**src/rtl/execute_unit_param_if.sv**
```systemverilog
// Handshake and datapath bundle between ID/RR, the execute stage and MEM.
interface execute_unit_param_if #(
  parameter int unsigned WIDTH  = 16,
  parameter int unsigned MASK_W = 8
);
  // Upstream side
  logic              in_valid;
  logic              in_ready;
  logic [5:0]        opcode;
  logic [WIDTH-1:0]  op1_in;
  logic [WIDTH-1:0]  op2_in;
  logic [WIDTH-1:0]  imm_se;
  logic [1:0]        fwd_sel_op1;
  logic [1:0]        fwd_sel_op2;
  logic [1:0]        fwd_sel_d2;
  logic [WIDTH-1:0]  fwd_mem;
  logic [WIDTH-1:0]  fwd_wb;
  logic [WIDTH-1:0]  pc_plus1;
  logic [WIDTH-1:0]  pc_plus_imm;
  logic [2:0]        rd_in;
  logic              reg_write_in;
  logic [MASK_W-1:0] lmsm_mask;
  // Downstream side
  logic              out_valid;
  logic              out_ready;
  logic [WIDTH-1:0]  alu_out;
  logic [WIDTH-1:0]  store_data;
  logic [2:0]        rd_out;
  logic              reg_write_out;
  logic              mem_read;
  logic              mem_write;
  logic              branch_taken;
  logic [WIDTH-1:0]  branch_target;
  logic              carry_flag;
  logic              zero_flag;
  logic              busy;

  modport master (
    output in_valid, opcode, op1_in, op2_in, imm_se, fwd_sel_op1, fwd_sel_op2, fwd_sel_d2,
           fwd_mem, fwd_wb, pc_plus1, pc_plus_imm, rd_in, reg_write_in, lmsm_mask, out_ready,
    input  in_ready, out_valid, alu_out, store_data, rd_out, reg_write_out, mem_read,
           mem_write, branch_taken, branch_target, carry_flag, zero_flag, busy
  );

  modport slave (
    input  in_valid, opcode, op1_in, op2_in, imm_se, fwd_sel_op1, fwd_sel_op2, fwd_sel_d2,
           fwd_mem, fwd_wb, pc_plus1, pc_plus_imm, rd_in, reg_write_in, lmsm_mask, out_ready,
    output in_ready, out_valid, alu_out, store_data, rd_out, reg_write_out, mem_read,
           mem_write, branch_taken, branch_target, carry_flag, zero_flag, busy
  );
endinterface

```
**src/rtl/execute_unit_param.sv**
```systemverilog
// Execute stage: forwarding muxes, ALU, C/Z flags, branch resolution, LM/SM beat sequencer,
// and a registered EX/MEM output slot with valid/ready flow control.
module execute_unit_param #(
  parameter int unsigned WIDTH  = 16,
  parameter int unsigned MASK_W = 8
) (
  input logic                clk,
  input logic                rst,
  execute_unit_param_if.slave bus
);
  localparam int unsigned IDX_W = (MASK_W > 1) ? $clog2(MASK_W) : 1;
  localparam int unsigned CNT_W = IDX_W + 1;

  localparam logic [3:0] OpAdd = 4'b0000;
  localparam logic [3:0] OpAdi = 4'b0001;
  localparam logic [3:0] OpNdu = 4'b0010;
  localparam logic [3:0] OpLhi = 4'b0011;
  localparam logic [3:0] OpLw  = 4'b0100;
  localparam logic [3:0] OpSw  = 4'b0101;
  localparam logic [3:0] OpLm  = 4'b0110;
  localparam logic [3:0] OpSm  = 4'b0111;
  localparam logic [3:0] OpJal = 4'b1000;
  localparam logic [3:0] OpJlr = 4'b1001;
  localparam logic [3:0] OpBeq = 4'b1100;

  typedef enum logic [0:0] {StIdle, StMulti} state_e;

  state_e            state_q, state_d;
  logic              out_valid_q, out_valid_d;
  logic [WIDTH-1:0]  alu_out_q, alu_out_d;
  logic [WIDTH-1:0]  store_data_q, store_data_d;
  logic [2:0]        rd_out_q, rd_out_d;
  logic              reg_write_q, reg_write_d;
  logic              mem_read_q, mem_read_d;
  logic              mem_write_q, mem_write_d;
  logic              branch_taken_q, branch_taken_d;
  logic [WIDTH-1:0]  branch_target_q, branch_target_d;
  logic              carry_q, carry_d;
  logic              zero_q, zero_d;
  logic [WIDTH-1:0]  base_q, base_d;
  logic [MASK_W-1:0] mask_q, mask_d;
  logic [CNT_W-1:0]  cnt_q, cnt_d;
  logic              is_lm_q, is_lm_d;

  logic              load;
  logic [3:0]        op;
  logic [1:0]        cz;
  logic [WIDTH-1:0]  opa, opb, opd;
  logic [WIDTH:0]    sum;
  logic [WIDTH-1:0]  addr, nand_r;
  logic              cond_ok;
  logic [IDX_W-1:0]  low_idx;
  logic [MASK_W-1:0] mask_rest;

  // The output slot can take a new beat when empty or being drained this cycle.
  assign load         = ~out_valid_q | bus.out_ready;
  assign bus.in_ready = load & (state_q == StIdle);

  assign op        = bus.opcode[5:2];
  assign cz        = bus.opcode[1:0];
  assign sum       = {1'b0, opa} + {1'b0, opb};
  assign addr      = opa + bus.imm_se;
  assign nand_r    = ~(opa & opb);
  assign mask_rest = mask_q & (mask_q - MASK_W'(1));

  // Forwarding muxes for operand A, operand B and store data.
  always_comb begin
    opa = bus.op1_in;
    opb = bus.op2_in;
    opd = bus.op2_in;
    case (bus.fwd_sel_op1)
      2'd1:    opa = bus.fwd_mem;
      2'd2:    opa = bus.fwd_wb;
      2'd3:    opa = '0;
      default: ;
    endcase
    case (bus.fwd_sel_op2)
      2'd1:    opb = bus.fwd_mem;
      2'd2:    opb = bus.fwd_wb;
      2'd3:    opb = bus.imm_se;
      default: ;
    endcase
    case (bus.fwd_sel_d2)
      2'd1:    opd = bus.fwd_mem;
      2'd2:    opd = bus.fwd_wb;
      2'd3:    opd = '0;
      default: ;
    endcase
  end

  // Conditional ADD/NDU qualifier; CZ=11 behaves like CZ=00.
  always_comb begin
    cond_ok = 1'b1;
    case (cz)
      2'b10:   cond_ok = carry_q;
      2'b01:   cond_ok = zero_q;
      default: ;
    endcase
  end

  // Lowest remaining mask bit is the register index of the next LM/SM beat.
  always_comb begin
    low_idx = '0;
    for (int i = int'(MASK_W) - 1; i >= 0; i--) begin
      if (mask_q[i]) low_idx = IDX_W'(i);
    end
  end

  // Next-state: output slot contents, flags and the LM/SM sequencer.
  always_comb begin
    state_d         = state_q;
    out_valid_d     = out_valid_q;
    alu_out_d       = alu_out_q;
    store_data_d    = store_data_q;
    rd_out_d        = rd_out_q;
    reg_write_d     = reg_write_q;
    mem_read_d      = mem_read_q;
    mem_write_d     = mem_write_q;
    branch_taken_d  = branch_taken_q;
    branch_target_d = branch_target_q;
    carry_d         = carry_q;
    zero_d          = zero_q;
    base_d          = base_q;
    mask_d          = mask_q;
    cnt_d           = cnt_q;
    is_lm_d         = is_lm_q;
    if (load) begin
      // Every loaded beat starts from a clean slate so stale control never leaks.
      out_valid_d     = 1'b0;
      alu_out_d       = '0;
      store_data_d    = '0;
      rd_out_d        = '0;
      reg_write_d     = 1'b0;
      mem_read_d      = 1'b0;
      mem_write_d     = 1'b0;
      branch_taken_d  = 1'b0;
      branch_target_d = '0;
      if (state_q == StMulti) begin
        out_valid_d = 1'b1;
        alu_out_d   = base_q + WIDTH'(cnt_q);
        rd_out_d    = 3'(low_idx);
        mem_read_d  = is_lm_q;
        reg_write_d = is_lm_q;
        mem_write_d = ~is_lm_q;
        mask_d      = mask_rest;
        cnt_d       = cnt_q + CNT_W'(1);
        if (mask_rest == '0) state_d = StIdle;
      end else if (bus.in_valid) begin
        out_valid_d = 1'b1;
        rd_out_d    = bus.rd_in;
        case (op)
          OpAdd, OpAdi: begin
            alu_out_d = sum[WIDTH-1:0];
            if (op == OpAdi || cond_ok) begin
              reg_write_d = bus.reg_write_in;
              carry_d     = sum[WIDTH];
              zero_d      = (sum[WIDTH-1:0] == '0);
            end
          end
          OpNdu: begin
            alu_out_d = nand_r;
            if (cond_ok) begin
              reg_write_d = bus.reg_write_in;
              zero_d      = (nand_r == '0);
            end
          end
          OpLhi: begin
            alu_out_d   = {bus.imm_se[8:0], {(WIDTH - 9){1'b0}}};
            reg_write_d = bus.reg_write_in;
          end
          OpLw: begin
            alu_out_d   = addr;
            mem_read_d  = 1'b1;
            reg_write_d = bus.reg_write_in;
          end
          OpSw: begin
            alu_out_d    = addr;
            mem_write_d  = 1'b1;
            store_data_d = opd;
          end
          OpLm, OpSm: begin
            // The accept itself emits nothing; beats follow from StMulti.
            out_valid_d = 1'b0;
            if (bus.lmsm_mask != '0) begin
              base_d  = opa;
              mask_d  = bus.lmsm_mask;
              cnt_d   = '0;
              is_lm_d = (op == OpLm);
              state_d = StMulti;
            end
          end
          OpJal, OpJlr: begin
            alu_out_d       = bus.pc_plus1;
            branch_taken_d  = 1'b1;
            branch_target_d = (op == OpJal) ? bus.pc_plus_imm : opb;
            reg_write_d     = bus.reg_write_in;
          end
          OpBeq: begin
            branch_taken_d  = (opa == opb);
            branch_target_d = bus.pc_plus_imm;
          end
          default: ;
        endcase
      end
    end
  end

  // State and output registers; reset abandons any LM/SM in flight.
  always_ff @(posedge clk or posedge rst) begin
    if (rst) begin
      state_q         <= StIdle;
      out_valid_q     <= 1'b0;
      alu_out_q       <= '0;
      store_data_q    <= '0;
      rd_out_q        <= '0;
      reg_write_q     <= 1'b0;
      mem_read_q      <= 1'b0;
      mem_write_q     <= 1'b0;
      branch_taken_q  <= 1'b0;
      branch_target_q <= '0;
      carry_q         <= 1'b0;
      zero_q          <= 1'b0;
      base_q          <= '0;
      mask_q          <= '0;
      cnt_q           <= '0;
      is_lm_q         <= 1'b0;
    end else begin
      state_q         <= state_d;
      out_valid_q     <= out_valid_d;
      alu_out_q       <= alu_out_d;
      store_data_q    <= store_data_d;
      rd_out_q        <= rd_out_d;
      reg_write_q     <= reg_write_d;
      mem_read_q      <= mem_read_d;
      mem_write_q     <= mem_write_d;
      branch_taken_q  <= branch_taken_d;
      branch_target_q <= branch_target_d;
      carry_q         <= carry_d;
      zero_q          <= zero_d;
      base_q          <= base_d;
      mask_q          <= mask_d;
      cnt_q           <= cnt_d;
      is_lm_q         <= is_lm_d;
    end
  end

  assign bus.out_valid     = out_valid_q;
  assign bus.alu_out       = alu_out_q;
  assign bus.store_data    = store_data_q;
  assign bus.rd_out        = rd_out_q;
  assign bus.reg_write_out = reg_write_q;
  assign bus.mem_read      = mem_read_q;
  assign bus.mem_write     = mem_write_q;
  assign bus.branch_taken  = branch_taken_q;
  assign bus.branch_target = branch_target_q;
  assign bus.carry_flag    = carry_q;
  assign bus.zero_flag     = zero_q;
  assign bus.busy          = (state_q == StMulti);
endmodule

```
**src/flat_wrapper.sv**
```systemverilog
// flat-port wrapper written by rule: the top's interface ports become plain ports
module execute_unit_param_flat 
#(
  parameter int unsigned WIDTH  = 16,
  parameter int unsigned MASK_W = 8
)
  (clk, rst, bus_in_valid, bus_opcode, bus_op1_in, bus_op2_in, bus_imm_se, bus_fwd_sel_op1, bus_fwd_sel_op2, bus_fwd_sel_d2, bus_fwd_mem, bus_fwd_wb, bus_pc_plus1, bus_pc_plus_imm, bus_rd_in, bus_reg_write_in, bus_lmsm_mask, bus_out_ready, bus_in_ready, bus_out_valid, bus_alu_out, bus_store_data, bus_rd_out, bus_reg_write_out, bus_mem_read, bus_mem_write, bus_branch_taken, bus_branch_target, bus_carry_flag, bus_zero_flag, bus_busy);
  execute_unit_param_if #(.WIDTH(WIDTH), .MASK_W(MASK_W)) bus_i ();
  input logic clk;
  input logic rst;
  input wire logic [$bits(bus_i.in_valid)-1:0] bus_in_valid;
  input wire logic [$bits(bus_i.opcode)-1:0] bus_opcode;
  input wire logic [$bits(bus_i.op1_in)-1:0] bus_op1_in;
  input wire logic [$bits(bus_i.op2_in)-1:0] bus_op2_in;
  input wire logic [$bits(bus_i.imm_se)-1:0] bus_imm_se;
  input wire logic [$bits(bus_i.fwd_sel_op1)-1:0] bus_fwd_sel_op1;
  input wire logic [$bits(bus_i.fwd_sel_op2)-1:0] bus_fwd_sel_op2;
  input wire logic [$bits(bus_i.fwd_sel_d2)-1:0] bus_fwd_sel_d2;
  input wire logic [$bits(bus_i.fwd_mem)-1:0] bus_fwd_mem;
  input wire logic [$bits(bus_i.fwd_wb)-1:0] bus_fwd_wb;
  input wire logic [$bits(bus_i.pc_plus1)-1:0] bus_pc_plus1;
  input wire logic [$bits(bus_i.pc_plus_imm)-1:0] bus_pc_plus_imm;
  input wire logic [$bits(bus_i.rd_in)-1:0] bus_rd_in;
  input wire logic [$bits(bus_i.reg_write_in)-1:0] bus_reg_write_in;
  input wire logic [$bits(bus_i.lmsm_mask)-1:0] bus_lmsm_mask;
  input wire logic [$bits(bus_i.out_ready)-1:0] bus_out_ready;
  output wire logic [$bits(bus_i.in_ready)-1:0] bus_in_ready;
  output wire logic [$bits(bus_i.out_valid)-1:0] bus_out_valid;
  output wire logic [$bits(bus_i.alu_out)-1:0] bus_alu_out;
  output wire logic [$bits(bus_i.store_data)-1:0] bus_store_data;
  output wire logic [$bits(bus_i.rd_out)-1:0] bus_rd_out;
  output wire logic [$bits(bus_i.reg_write_out)-1:0] bus_reg_write_out;
  output wire logic [$bits(bus_i.mem_read)-1:0] bus_mem_read;
  output wire logic [$bits(bus_i.mem_write)-1:0] bus_mem_write;
  output wire logic [$bits(bus_i.branch_taken)-1:0] bus_branch_taken;
  output wire logic [$bits(bus_i.branch_target)-1:0] bus_branch_target;
  output wire logic [$bits(bus_i.carry_flag)-1:0] bus_carry_flag;
  output wire logic [$bits(bus_i.zero_flag)-1:0] bus_zero_flag;
  output wire logic [$bits(bus_i.busy)-1:0] bus_busy;
  assign bus_i.in_valid = bus_in_valid;
  assign bus_i.opcode = bus_opcode;
  assign bus_i.op1_in = bus_op1_in;
  assign bus_i.op2_in = bus_op2_in;
  assign bus_i.imm_se = bus_imm_se;
  assign bus_i.fwd_sel_op1 = bus_fwd_sel_op1;
  assign bus_i.fwd_sel_op2 = bus_fwd_sel_op2;
  assign bus_i.fwd_sel_d2 = bus_fwd_sel_d2;
  assign bus_i.fwd_mem = bus_fwd_mem;
  assign bus_i.fwd_wb = bus_fwd_wb;
  assign bus_i.pc_plus1 = bus_pc_plus1;
  assign bus_i.pc_plus_imm = bus_pc_plus_imm;
  assign bus_i.rd_in = bus_rd_in;
  assign bus_i.reg_write_in = bus_reg_write_in;
  assign bus_i.lmsm_mask = bus_lmsm_mask;
  assign bus_i.out_ready = bus_out_ready;
  assign bus_in_ready = bus_i.in_ready;
  assign bus_out_valid = bus_i.out_valid;
  assign bus_alu_out = bus_i.alu_out;
  assign bus_store_data = bus_i.store_data;
  assign bus_rd_out = bus_i.rd_out;
  assign bus_reg_write_out = bus_i.reg_write_out;
  assign bus_mem_read = bus_i.mem_read;
  assign bus_mem_write = bus_i.mem_write;
  assign bus_branch_taken = bus_i.branch_taken;
  assign bus_branch_target = bus_i.branch_target;
  assign bus_carry_flag = bus_i.carry_flag;
  assign bus_zero_flag = bus_i.zero_flag;
  assign bus_busy = bus_i.busy;
  execute_unit_param #(.WIDTH(WIDTH), .MASK_W(MASK_W)) u_core (.clk(clk), .rst(rst), .bus(bus_i));
endmodule
```
**config.mk**
```make
export PLATFORM = sky130hd
export DESIGN_NAME = execute_unit_param_flat
export DESIGN_NICKNAME = d
export VERILOG_FILES = /design/src/rtl/execute_unit_param_if.sv /design/src/rtl/execute_unit_param.sv /design/src/flat_wrapper.sv
export SDC_FILE = /design/constraint.sdc
export NUM_CORES = 1
export LEC_CHECK = 0
export ABC_AREA = 1
export CAP_MARGIN = 40
export CORE_MARGIN = 2
export CORE_UTILIZATION = 45
export CTS_BUF_LIST = sky130_fd_sc_hd__clkbuf_4 sky130_fd_sc_hd__clkbuf_8
export CTS_CLUSTER_SIZE = 14
export DETAILED_ROUTE_END_ITERATION = 10
export GPL_TIMING_DRIVEN = 0
export PLACE_DENSITY = 0.74
export SLEW_MARGIN = 20
export SYNTH_ARGS = -nofsm -noshare
export SYNTH_HDL_FRONTEND = slang
export SYNTH_SLANG_ARGS = --single-unit
```
**constraint.sdc**
```tcl
create_clock -name clk -period 4 [get_ports clk]
set_clock_uncertainty 0.15 [all_clocks]
set_input_delay 0.8 -clock clk [delete_from_list [all_inputs] [get_ports clk]]
set_output_delay 0.8 -clock clk [all_outputs]
set_load 0.03 [all_outputs]
```
==> results.sh <==
export IMPL_synthCells=1235
export IMPL_die_x_um=137
export IMPL_drive_gt1_frac=0.0634
export IMPL_hold_viol=0
export IMPL_htreeDepth=3
export IMPL_syn_area_mm2=0.00801
export IMPL_cts_buffers_inserted=9
export IMPL_fin_crit_ns=3.92
export IMPL_drc=0
export IMPL_port_buffers=198
export IMPL_rows=48
export IMPL_track_usage=0.348
export IMPL_start_util=0.462
export IMPL_p_leak_nw=4.99
export IMPL_synth_edf_count=0
export IMPL_hold_buffers=0
export IMPL_min_path_type="reg2reg"
export IMPL_grt_pass1_wl_mm=49.5
export IMPL_clk_path_buf_depth=2
export IMPL_wl_per_cell_um=19.4
export IMPL_startpoint_type="primary input"
export IMPL_syn_avg_cell_area_um2=6.49
export IMPL_core_mm2=0.0174
export IMPL_nNetsFinal=1628
export IMPL_relSlewSlack=0.525
export IMPL_vias=9659
export IMPL_cp_max_fo=10
export IMPL_synth_nets=1418
export IMPL_area_growth_pct=32.0
export IMPL_critical_path_class="in2reg"
export IMPL_grt_max_degree=50
export IMPL_io_pins=200
export IMPL_ys_flop_type="dfrtp_1"
export IMPL_clock_sinks=88
export IMPL_fillers=1732
export IMPL_regToRegSetupSlack_ns=1.44
export IMPL_insertion_delay_ns=0.39
export IMPL_antenna_found_initial=3
export IMPL_cts_tree="done"
export IMPL_status="completed"
export IMPL_fin_crit_sh=0.981
export IMPL_path_clk_slew_ns=0.11
export IMPL_endpoint_kind="register"
export IMPL_dieArea_mm2=0.0189
export IMPL_placed_cells=1659
export IMPL_place_congestion=1.02
export IMPL_via_per_inst=5.76
export IMPL_powerDensity_mw_per_mm2=416
export IMPL_drt_iter0_drc=796
export IMPL_grt_pass1_vias=9076
export IMPL_grt_overflow=0
export IMPL_cap_violations=0
export IMPL_die_h_um=137
export IMPL_dr_pass1_iters=5
export IMPL_min_delay_start="u_core.bus.store_data[14]$_DFFE_PP0N_"
export IMPL_wl_mm=32.5
export IMPL_stdcell_count=1677
export IMPL_synth_seq_cells=88
export IMPL_drtAntennaViolNets=0
export IMPL_cts_root_buffer="clkbuf_8"
export IMPL_critPathRequiredTime_ns=4.16
export IMPL_synth_cell_types=52
export IMPL_report_final_slew_viol_count=0
export IMPL_seq_area_frac_synth=0.275
export IMPL_yosys_warnings=0
export IMPL_p_total_w=0.00440
export IMPL_hold_end="u_core.bus.store_data[14]$_DFFE_PP0N_"
export IMPL_worstReg2RegEnd="u_core.bus.alu_out[10]$_DFFE_PP0N_"
export IMPL_whs_path_depth=2
export IMPL_r2r_start="u_core.cnt_q[0]$_DFFE_PP0P_"
export IMPL_r2r_cells=16
export IMPL_final_common_cell="nand2_1"
export IMPL_worst_pin_slew_ns=0.713
export IMPL_fmax_mhz=255
export IMPL_dp_hpwl_mm=27.3
export IMPL_setup_viol=0
export IMPL_synthArstFlopShare=1.00
export IMPL_final_cell_mix="nand2_1 (315), clkdlybuf4s50_1 (197), inv_1 (171), o21ai_0 (132), nand3_1 (91)"
export IMPL_cp_data_arrival_time_ns=4.09
export IMPL_ir_drop_mv=0.407
[cells by family after synthesis]
| logic type | after synthesis | synth area share |
|---|---|---|
| AO/OA/AOI/OAI | 314 | 0.234 |
| adder cells (fa/ha/maj) | 43 | 0.0700 |
| AND/OR/NAND/NOR | 564 | 0.307 |
| flip-flops | 88 | 0.275 |
| buffers and inverters | 224 | 0.112 |
| XOR/XNOR | 2 | 0.00219 |
[metal layers]
metal  vias to the layer above  global-route usage  part of all wire  wire, um
li1                       4580                   -                 -         -
met1                      4482               0.460              0.41     13400
met2                       494               0.569              0.46     14900
met3                       101              0.0581             0.085      2760
met4                         2               0.132             0.044      1430
met5                         -                   0           0.00040        13
[final cells by class]
cell class                      count  area, um^2  share of cell area
Multi-Input combinational cell    923        4970               0.470
Buffer                             40         211              0.0200
Clock buffer                        9         124              0.0117
Inverter                          183         689              0.0652
Clock inverter                      7        71.3             0.00674
Antenna cell                        2        5.00            0.000473
Timing Repair Buffer              200        2020               0.191
Tap cell                          225         282              0.0266
Sequential cell                    88        2200               0.208
[registers in the layout, summed over array words and instances, names as in the netlist, 3 cells and up]
signal                    cells
u_core.bus.branch_target     16
u_core.cnt_q                  4
u_core.bus.alu_out           16
u_core.mask_q                 8
u_core.bus.store_data        16
u_core.bus.rd_out             3
u_core.base_q                16
[synthesized netlist by cell type (all sizes together), types with 16 or more instances]
cell type / instances / area [um^2]
nor3: 16 / 108
o211ai: 22 / 165
nand3: 93 / 478
dfrtp: 88 / 2200
ha: 40 / 500
a21oi: 65 / 325
clkbuf: 23 / 87.6
nand4: 19 / 125
buf: 18 / 120
nor2: 98 / 403
nand2: 317 / 1200
inv: 181 / 679
a22o: 16 / 140
o21ai: 151 / 774
[per-stage QoR]
| step | worst slack [ns] | instance area [um^2] | hold slack (ns) | TNS, ns | util |
|---|---|---|---|---|---|
| after detailed placement | -0.718 | 10300 | 0.319 | -7.79 | 0.594 |
| final | 0.0763 | 10600 | 0.347 | 0 | 0.610 |
| after global placement | -0.707 | 10300 | 0.312 | -68.55 | 0.592 |
| after floorplan | 0.771 | 8010 | 0.296 | 0 | - |
| after global routing | -0.0482 | 10600 | 0.362 | -0.138 | 0.610 |
| after CTS | 0.0134 | 10500 | 0.346 | 0 | 0.606 |
[repair_timing]
item | 4_1_cts | 5_1_grt
gates resized for setup | 6 | 27
endpoints found under the hold margin | 0 | 0
endpoints found under the setup margin | 11 | 14
setup buffers | 0 | 1
pin swaps | 0 | 1
[worst max path at each step]
| stage | to | from | slack [ns] | depth (start not counted) |
|---|---|---|---|---|
| floorplan | u_core.base_q[0]$_DFFE_PP0P_ | rst | 0.77 | 1 |
| global placement | u_core.bus.zero_flag$_DFFE_PP0P_ | rst | -0.71 | 2 |
| detailed placement | u_core.bus.alu_out[10]$_DFFE_PP0N_ | bus_fwd_sel_op1[1] | -0.72 | 20 |
| CTS | u_core.bus.alu_out[10]$_DFFE_PP0N_ | bus_fwd_sel_op1[1] | 0.01 | 20 |
| global route | u_core.bus.alu_out[14]$_DFFE_PP0N_ | bus_fwd_sel_op2[0] | -0.05 | 16 |
| finish | u_core.bus.alu_out[14]$_DFFE_PP0N_ | bus_fwd_sel_op2[0] | 0.08 | 16 |
[power breakdown]
part           internal, W  total [W]  leakage [nW]  switching (W)
logic             0.000908    0.00241          3.77        0.00150
registers          0.00114    0.00136          1.12       0.000218
clock network     0.000248   0.000640         0.102       0.000392
[worst max-delay path, stage by stage]
cell and delay, ns:
clkdlybuf4s50_1 0.47, nor2_1 0.14, inv_1 0.06, clkbuf_1 0.27, o21ai_0 0.52, inv_1 0.10
ha_1 0.43, nand2_1 0.13, nor2_1 0.21, and2_1 0.16, nand2_1 0.07, nand3b_1 0.12
nand3_1 0.10, nand3_1 0.22, nand2_1 0.12, a21oi_1 0.16
(Power assumes the default switching activity.)
